===== src/rtl/mseq_pkg.sv =====
`default_nettype none
// ============================================================================
// mseq_pkg: shared encodings and condition evaluation for micro_sequencer.
// Rev 1.0
// ============================================================================
package mseq_pkg;

  localparam int ADDR_W_DEF = 10;
  localparam int DEPTH_W    = 5;

  typedef enum logic [2:0] {
    OP_NEXT   = 3'b000,
    OP_JUMP   = 3'b001,
    OP_BRANCH = 3'b010,
    OP_CALL   = 3'b011,
    OP_RET    = 3'b100,
    OP_DECODE = 3'b101,
    OP_WAIT   = 3'b110,
    OP_RSVD   = 3'b111
  } op_e;

  localparam logic [2:0] CS_ONE = 3'd0;
  localparam logic [2:0] CS_Z   = 3'd1;
  localparam logic [2:0] CS_N   = 3'd2;
  localparam logic [2:0] CS_C   = 3'd3;
  localparam logic [2:0] CS_V   = 3'd4;

  // flags are packed {Z,N,C,V}; selects 5..7 read as constant 0
  function automatic logic cond_eval(input logic [2:0] sel, input logic inv,
                                     input logic [3:0] flags);
    logic r;
    case (sel)
      CS_ONE:  r = 1'b1;
      CS_Z:    r = flags[3];
      CS_N:    r = flags[2];
      CS_C:    r = flags[1];
      CS_V:    r = flags[0];
      default: r = 1'b0;
    endcase
    return r ^ inv;
  endfunction

endpackage : mseq_pkg
`default_nettype wire


===== src/rtl/mseq_stack.sv =====
`default_nettype none
// ============================================================================
// mseq_stack: parameterised LIFO return-address stack; entries persist on pop.
// Rev 1.0
// ============================================================================
module mseq_stack
  import mseq_pkg::*;
#(
  parameter int DEPTH = 4,
  parameter int WIDTH = 10
) (
  input  logic               clk,
  input  logic               rst,
  input  logic               i_push,
  input  logic               i_pop,
  input  logic [WIDTH-1:0]   i_data,
  output logic [WIDTH-1:0]   o_top,
  output logic               o_full,
  output logic               o_empty,
  output logic [DEPTH_W-1:0] o_depth
);

  localparam int PTR_W = $clog2(DEPTH);

  logic [WIDTH-1:0]   mem_q [DEPTH];
  logic [WIDTH-1:0]   mem_d [DEPTH];
  logic [DEPTH_W-1:0] depth_q;
  logic [DEPTH_W-1:0] depth_d;
  logic [PTR_W-1:0]   w_wr_idx;
  logic [PTR_W-1:0]   w_rd_idx;

  // read index wraps correctly when a power-of-two stack is full
  assign w_wr_idx = depth_q[PTR_W-1:0];
  assign w_rd_idx = w_wr_idx - PTR_W'(1);

  assign o_full  = (depth_q == DEPTH_W'(DEPTH));
  assign o_empty = (depth_q == '0);
  assign o_depth = depth_q;
  assign o_top   = mem_q[w_rd_idx];

  always_comb begin
    mem_d   = mem_q;
    depth_d = depth_q;
    if (i_push && !o_full) begin
      mem_d[w_wr_idx] = i_data;
      depth_d         = depth_q + DEPTH_W'(1);
    end else if (i_pop && !o_empty) begin
      depth_d = depth_q - DEPTH_W'(1);
    end
  end

  always_ff @(posedge clk) begin
    if (rst) begin
      depth_q <= '0;
    end else begin
      depth_q <= depth_d;
    end
  end

  always_ff @(posedge clk) begin
    mem_q <= mem_d;
  end

endmodule : mseq_stack
`default_nettype wire


===== src/rtl/micro_sequencer.sv =====
`default_nettype none
// ============================================================================
// micro_sequencer: registered next-microaddress generator for the control store.
// Optional return stack enabled by defining MSEQ_CALLSTACK_EN.  Rev 1.0
// ============================================================================
module micro_sequencer
  import mseq_pkg::*;
#(
  parameter int STACK_DEPTH = 4,
  parameter int ADDR_W      = ADDR_W_DEF
) (
  input  logic               CLK,
  input  logic               RST,
  input  logic [6:0]         Type_IN,
  input  logic [ADDR_W-1:0]  DAdd_IN,
  input  logic [ADDR_W-1:0]  MAP_IN,
  input  logic [3:0]         FLAGS_IN,
  input  logic               MEM_BUSY_IN,
  input  logic               STALL_IN,
  output logic [ADDR_W-1:0]  MPC_OUT,
  output logic               ERR_OUT,
  output logic [DEPTH_W-1:0] DEPTH_OUT
);

  if (STACK_DEPTH < 2 || STACK_DEPTH > 16) begin : g_bad_depth
    $error("micro_sequencer: STACK_DEPTH must be in 2..16");
  end

  logic [ADDR_W-1:0] mpc_q;
  logic [ADDR_W-1:0] mpc_d;
  logic              err_q;
  logic              err_d;
  op_e               w_op;
  logic              w_cond;
  logic [ADDR_W-1:0] w_mpc_inc;

  assign w_op      = op_e'(Type_IN[6:4]);
  assign w_cond    = cond_eval(Type_IN[2:0], Type_IN[3], FLAGS_IN);
  assign w_mpc_inc = mpc_q + ADDR_W'(1);

`ifdef MSEQ_CALLSTACK_EN
  logic              w_push;
  logic              w_pop;
  logic              w_stk_full;
  logic              w_stk_empty;
  logic [ADDR_W-1:0] w_stk_top;

  mseq_stack #(
    .DEPTH (STACK_DEPTH),
    .WIDTH (ADDR_W)
  ) u_stack (
    .clk     (CLK),
    .rst     (RST),
    .i_push  (w_push),
    .i_pop   (w_pop),
    .i_data  (w_mpc_inc),
    .o_top   (w_stk_top),
    .o_full  (w_stk_full),
    .o_empty (w_stk_empty),
    .o_depth (DEPTH_OUT)
  );
`else
  assign DEPTH_OUT = '0;
`endif

  always_comb begin
    mpc_d = mpc_q;
    err_d = err_q;
`ifdef MSEQ_CALLSTACK_EN
    w_push = 1'b0;
    w_pop  = 1'b0;
`endif
    if (!STALL_IN) begin
      case (w_op)
        OP_NEXT:   mpc_d = w_mpc_inc;
        OP_JUMP:   mpc_d = DAdd_IN;
        OP_BRANCH: mpc_d = w_cond ? DAdd_IN : w_mpc_inc;
        OP_CALL: begin
          // an overflowing call still jumps; only the return address is lost
          mpc_d = DAdd_IN;
`ifdef MSEQ_CALLSTACK_EN
          if (w_stk_full) begin
            err_d = 1'b1;
          end else begin
            w_push = 1'b1;
          end
`endif
        end
        OP_RET: begin
`ifdef MSEQ_CALLSTACK_EN
          if (w_stk_empty) begin
            mpc_d = '0;
            err_d = 1'b1;
          end else begin
            mpc_d = w_stk_top;
            w_pop = 1'b1;
          end
`else
          mpc_d = '0;
          err_d = 1'b1;
`endif
        end
        OP_DECODE: mpc_d = MAP_IN;
        OP_WAIT:   mpc_d = MEM_BUSY_IN ? mpc_q : w_mpc_inc;
        default: begin
          mpc_d = w_mpc_inc;
          err_d = 1'b1;
        end
      endcase
    end
  end

  always_ff @(posedge CLK) begin
    if (RST) begin
      mpc_q <= '0;
      err_q <= 1'b0;
    end else begin
      mpc_q <= mpc_d;
      err_q <= err_d;
    end
  end

  assign MPC_OUT = mpc_q;
  assign ERR_OUT = err_q;

endmodule : micro_sequencer
`default_nettype wire


===== config.mk =====
export PLATFORM = sky130hd
export DESIGN_NAME = micro_sequencer
export DESIGN_NICKNAME = d
export VERILOG_FILES = /design/src/rtl/mseq_pkg.sv /design/src/rtl/mseq_stack.sv /design/src/rtl/micro_sequencer.sv
export SDC_FILE = /design/constraint.sdc
export NUM_CORES = 1
export LEC_CHECK = 0
export CAP_MARGIN = 10
export CORE_MARGIN = 4
export CORE_UTILIZATION = 42
export DETAILED_ROUTE_END_ITERATION = 10
export PLACE_DENSITY = 0.86
export SYNTH_ARGS = -nofsm -noshare
export SYNTH_HDL_FRONTEND = slang
export SYNTH_SLANG_ARGS = --single-unit

===== constraint.sdc =====
create_clock -name CLK -period 2.85 [get_ports CLK]
set_input_delay 0.57 -clock CLK [delete_from_list [all_inputs] [get_ports CLK]]
set_output_delay 0.57 -clock CLK [all_outputs]
set_load 0.005 [all_outputs]

==> impl_metrics.ini <==
[run_status]
status = finished clean

[sta]
setup_viol = 0
setup_tns_ns = 0
min_period_ns = 2.521
fin_hold_ws_ns = 0.5028
clock_skew_ns = 0.01797
finalHoldViolCount = 0
slew_viol_final = 0
fmax_mhz = 396.7
finalCritPeriodShare = 0.8846
finalWorstSetupSlack_ns = 0.3289
rsz0062_at_grt = no

[place]
io_buffers = 45
dp.cells = 236
place_congestion = 0.9127
placed_cell_area_sq_um = 1615
place_hpwl_mm = 2.953
dpl_worst_slack_ns = 0.02923

[drt]
drtIter0Drc = 109
wire_per_inst_um = 16.20
antenna_left = 0
drc = 0
wirelength_mm = 3.887
vias = 1506
firstDrtPassIters = 4
viasPerCell = 6.275

[flow_run]
cap_violations = 0

[logic_synthesis]
syn_area_sq_um = 1151
synth_top_area_frac = 0.1913
synthFlopType = dfxtp_1
ys_top_cells_by_area = dfxtp_1, a21oi_1, o21ai_0, nand2_1, nor2_1
synth_cell_type_count = 47
synth_edf_count = 0
avgSynthCellArea_sq_um = 6.893
yosys_warnings = 0
synth_seq_cells = 11
synth-seq-area-share = 0.1913
synth_area_leader_cell = dfxtp_1
netlist_instances = 167
async_flop_share = 0

[floorplan]
ios = 51
dieArea_sq_um = 3642
die_h_um = 60.35
num_rows = 18
fp.coreArea_sq_um = 2545
die_w_um = 60.35
start_util = 0.4523

[power]
design_power_total_mw = 0.5141
p_leak_nw = 0.6031
ir_worst_vdd_mv = 0.2911
cellPowerDensity_nw_per_um2 = 313.2

[worst_setup_path]
critPathLaunchType = primary input
cp_max_fo = 15
worstSetupPathType = in2reg
arrival_ns = 2.73
required_ns = 3.06
cp-end-kind = register

[worst_hold_path]
hold_class = reg2reg

[final_layout]
layout_common_cells = clkdlybuf4s50_1, a21oi_1, nand2_1
syn_to_final_growth_pct = 42.61
drive_gt1_frac = 0.07619
nets = 247
fillCellCount = 234
fin_cells = 240
final_common_cell = clkdlybuf4s50_1
n_antenna_cell = 0
final_cell_area_sq_um = 1642
final_util = 0.6450

[global_route]
grt_usage = 0.2225
overflow = 0
grt_max_degree = 16
antenna_found_initial = 0
grt_pass1_wl_mm = 6.085
grt_pass1_vias = 1379

[clocking]
numCtsBuffers = 3
cts_setup_buffers = 0
h-tree-depth = 1
path_clk_slew_ns = 0.09
clk_path_buf_depth = 2
cts_resized = 0
insertion_delay_ns = 0.30
cts_tree = done
postCtsHoldBufs = 0
cts_sinks = 11
cts_root_buf = clkbuf_4
==> cell type report <==
type / instances / area [sq um] / area share
Clock buffer: 4 / 26.28 / 0.01601
Inverter: 3 / 11.26 / 0.006860
Multi-Input combinational cell: 142 / 858.3 / 0.5229
Sequential cell: 11 / 220.2 / 0.1341
Tap cell: 30 / 37.54 / 0.02287
Timing Repair Buffer: 50 / 488.0 / 0.2973
==> flip-flops by register name, indices dropped and copies added (netlist names) <==
| signal | flops |
|---|---|
| MPC_OUT | 10 |
| ERR_OUT | 1 |
==> cells by family (layout without fill, tap and decap cells) <==
logic type | count (synthesis) | in the layout | synth area share
buffers and inverters | 18 | 57 | 0.07608
AND/OR/NAND/NOR | 63 | 63 | 0.2881
multiplexers | 3 | 3 | 0.02826
flip-flops | 11 | 11 | 0.1913
other | 1 | 5 | 0.003258
adder cells (fa/ha/maj) | 1 | 1 | 0.01087
XOR/XNOR | 4 | 4 | 0.03044
AO/OA/AOI/OAI | 66 | 66 | 0.3717
==> critical path, stage by stage <==
cell and delay [ns]:
clkdlybuf4s50_1 0.46, or3b_1 0.41, and3_1 0.20, a211o_4 0.35
nand2b_4 0.18, or3_1 0.34, a31oi_1 0.21
==> metal layers <==
metal  routed length [um]  track usage
met5                    0            0
met4                  150       0.1456
met3                  469      0.05106
met2                 1864       0.3673
met1                 1402       0.2567
==> Yosys cell counts, types with 2 or more instances <==
master	instances
a21oi_1	23
nand2_1	17
nor2_1	14
o21ai_0	13
dfxtp_1	11
clkbuf_1	9
a31oi_1	7
nand2b_1	6
buf_4	5
or3_1	5
a22o_1	4
nor3_1	4
and3_1	3
inv_1	3
nand3_1	3
xnor2_1	3
a211oi_1	2
a21o_1	2
a31o_2	2
a32o_1	2
mux2_2	2
nor2b_1	2
==> final timing paths <==
check	endpoint	cells past startpoint	start	slack [ns]
max	MPC_OUT[0]	7	Type_IN[0]	0.33
min	ERR_OUT	2	ERR_OUT	0.50
max reg2reg	MPC_OUT[9]	6	MPC_OUT[2]	0.86
min reg2reg	ERR_OUT	2	ERR_OUT	0.50
==> report_power, final <==
group | switching (mW) | internal [mW]
Clock | 0.0665 | 0.0545
Combinational | 0.0957 | 0.116
Sequential | 0.0161 | 0.165
Total | 0.178 | 0.336
Note: power is estimated with default switching activity, not from simulation.
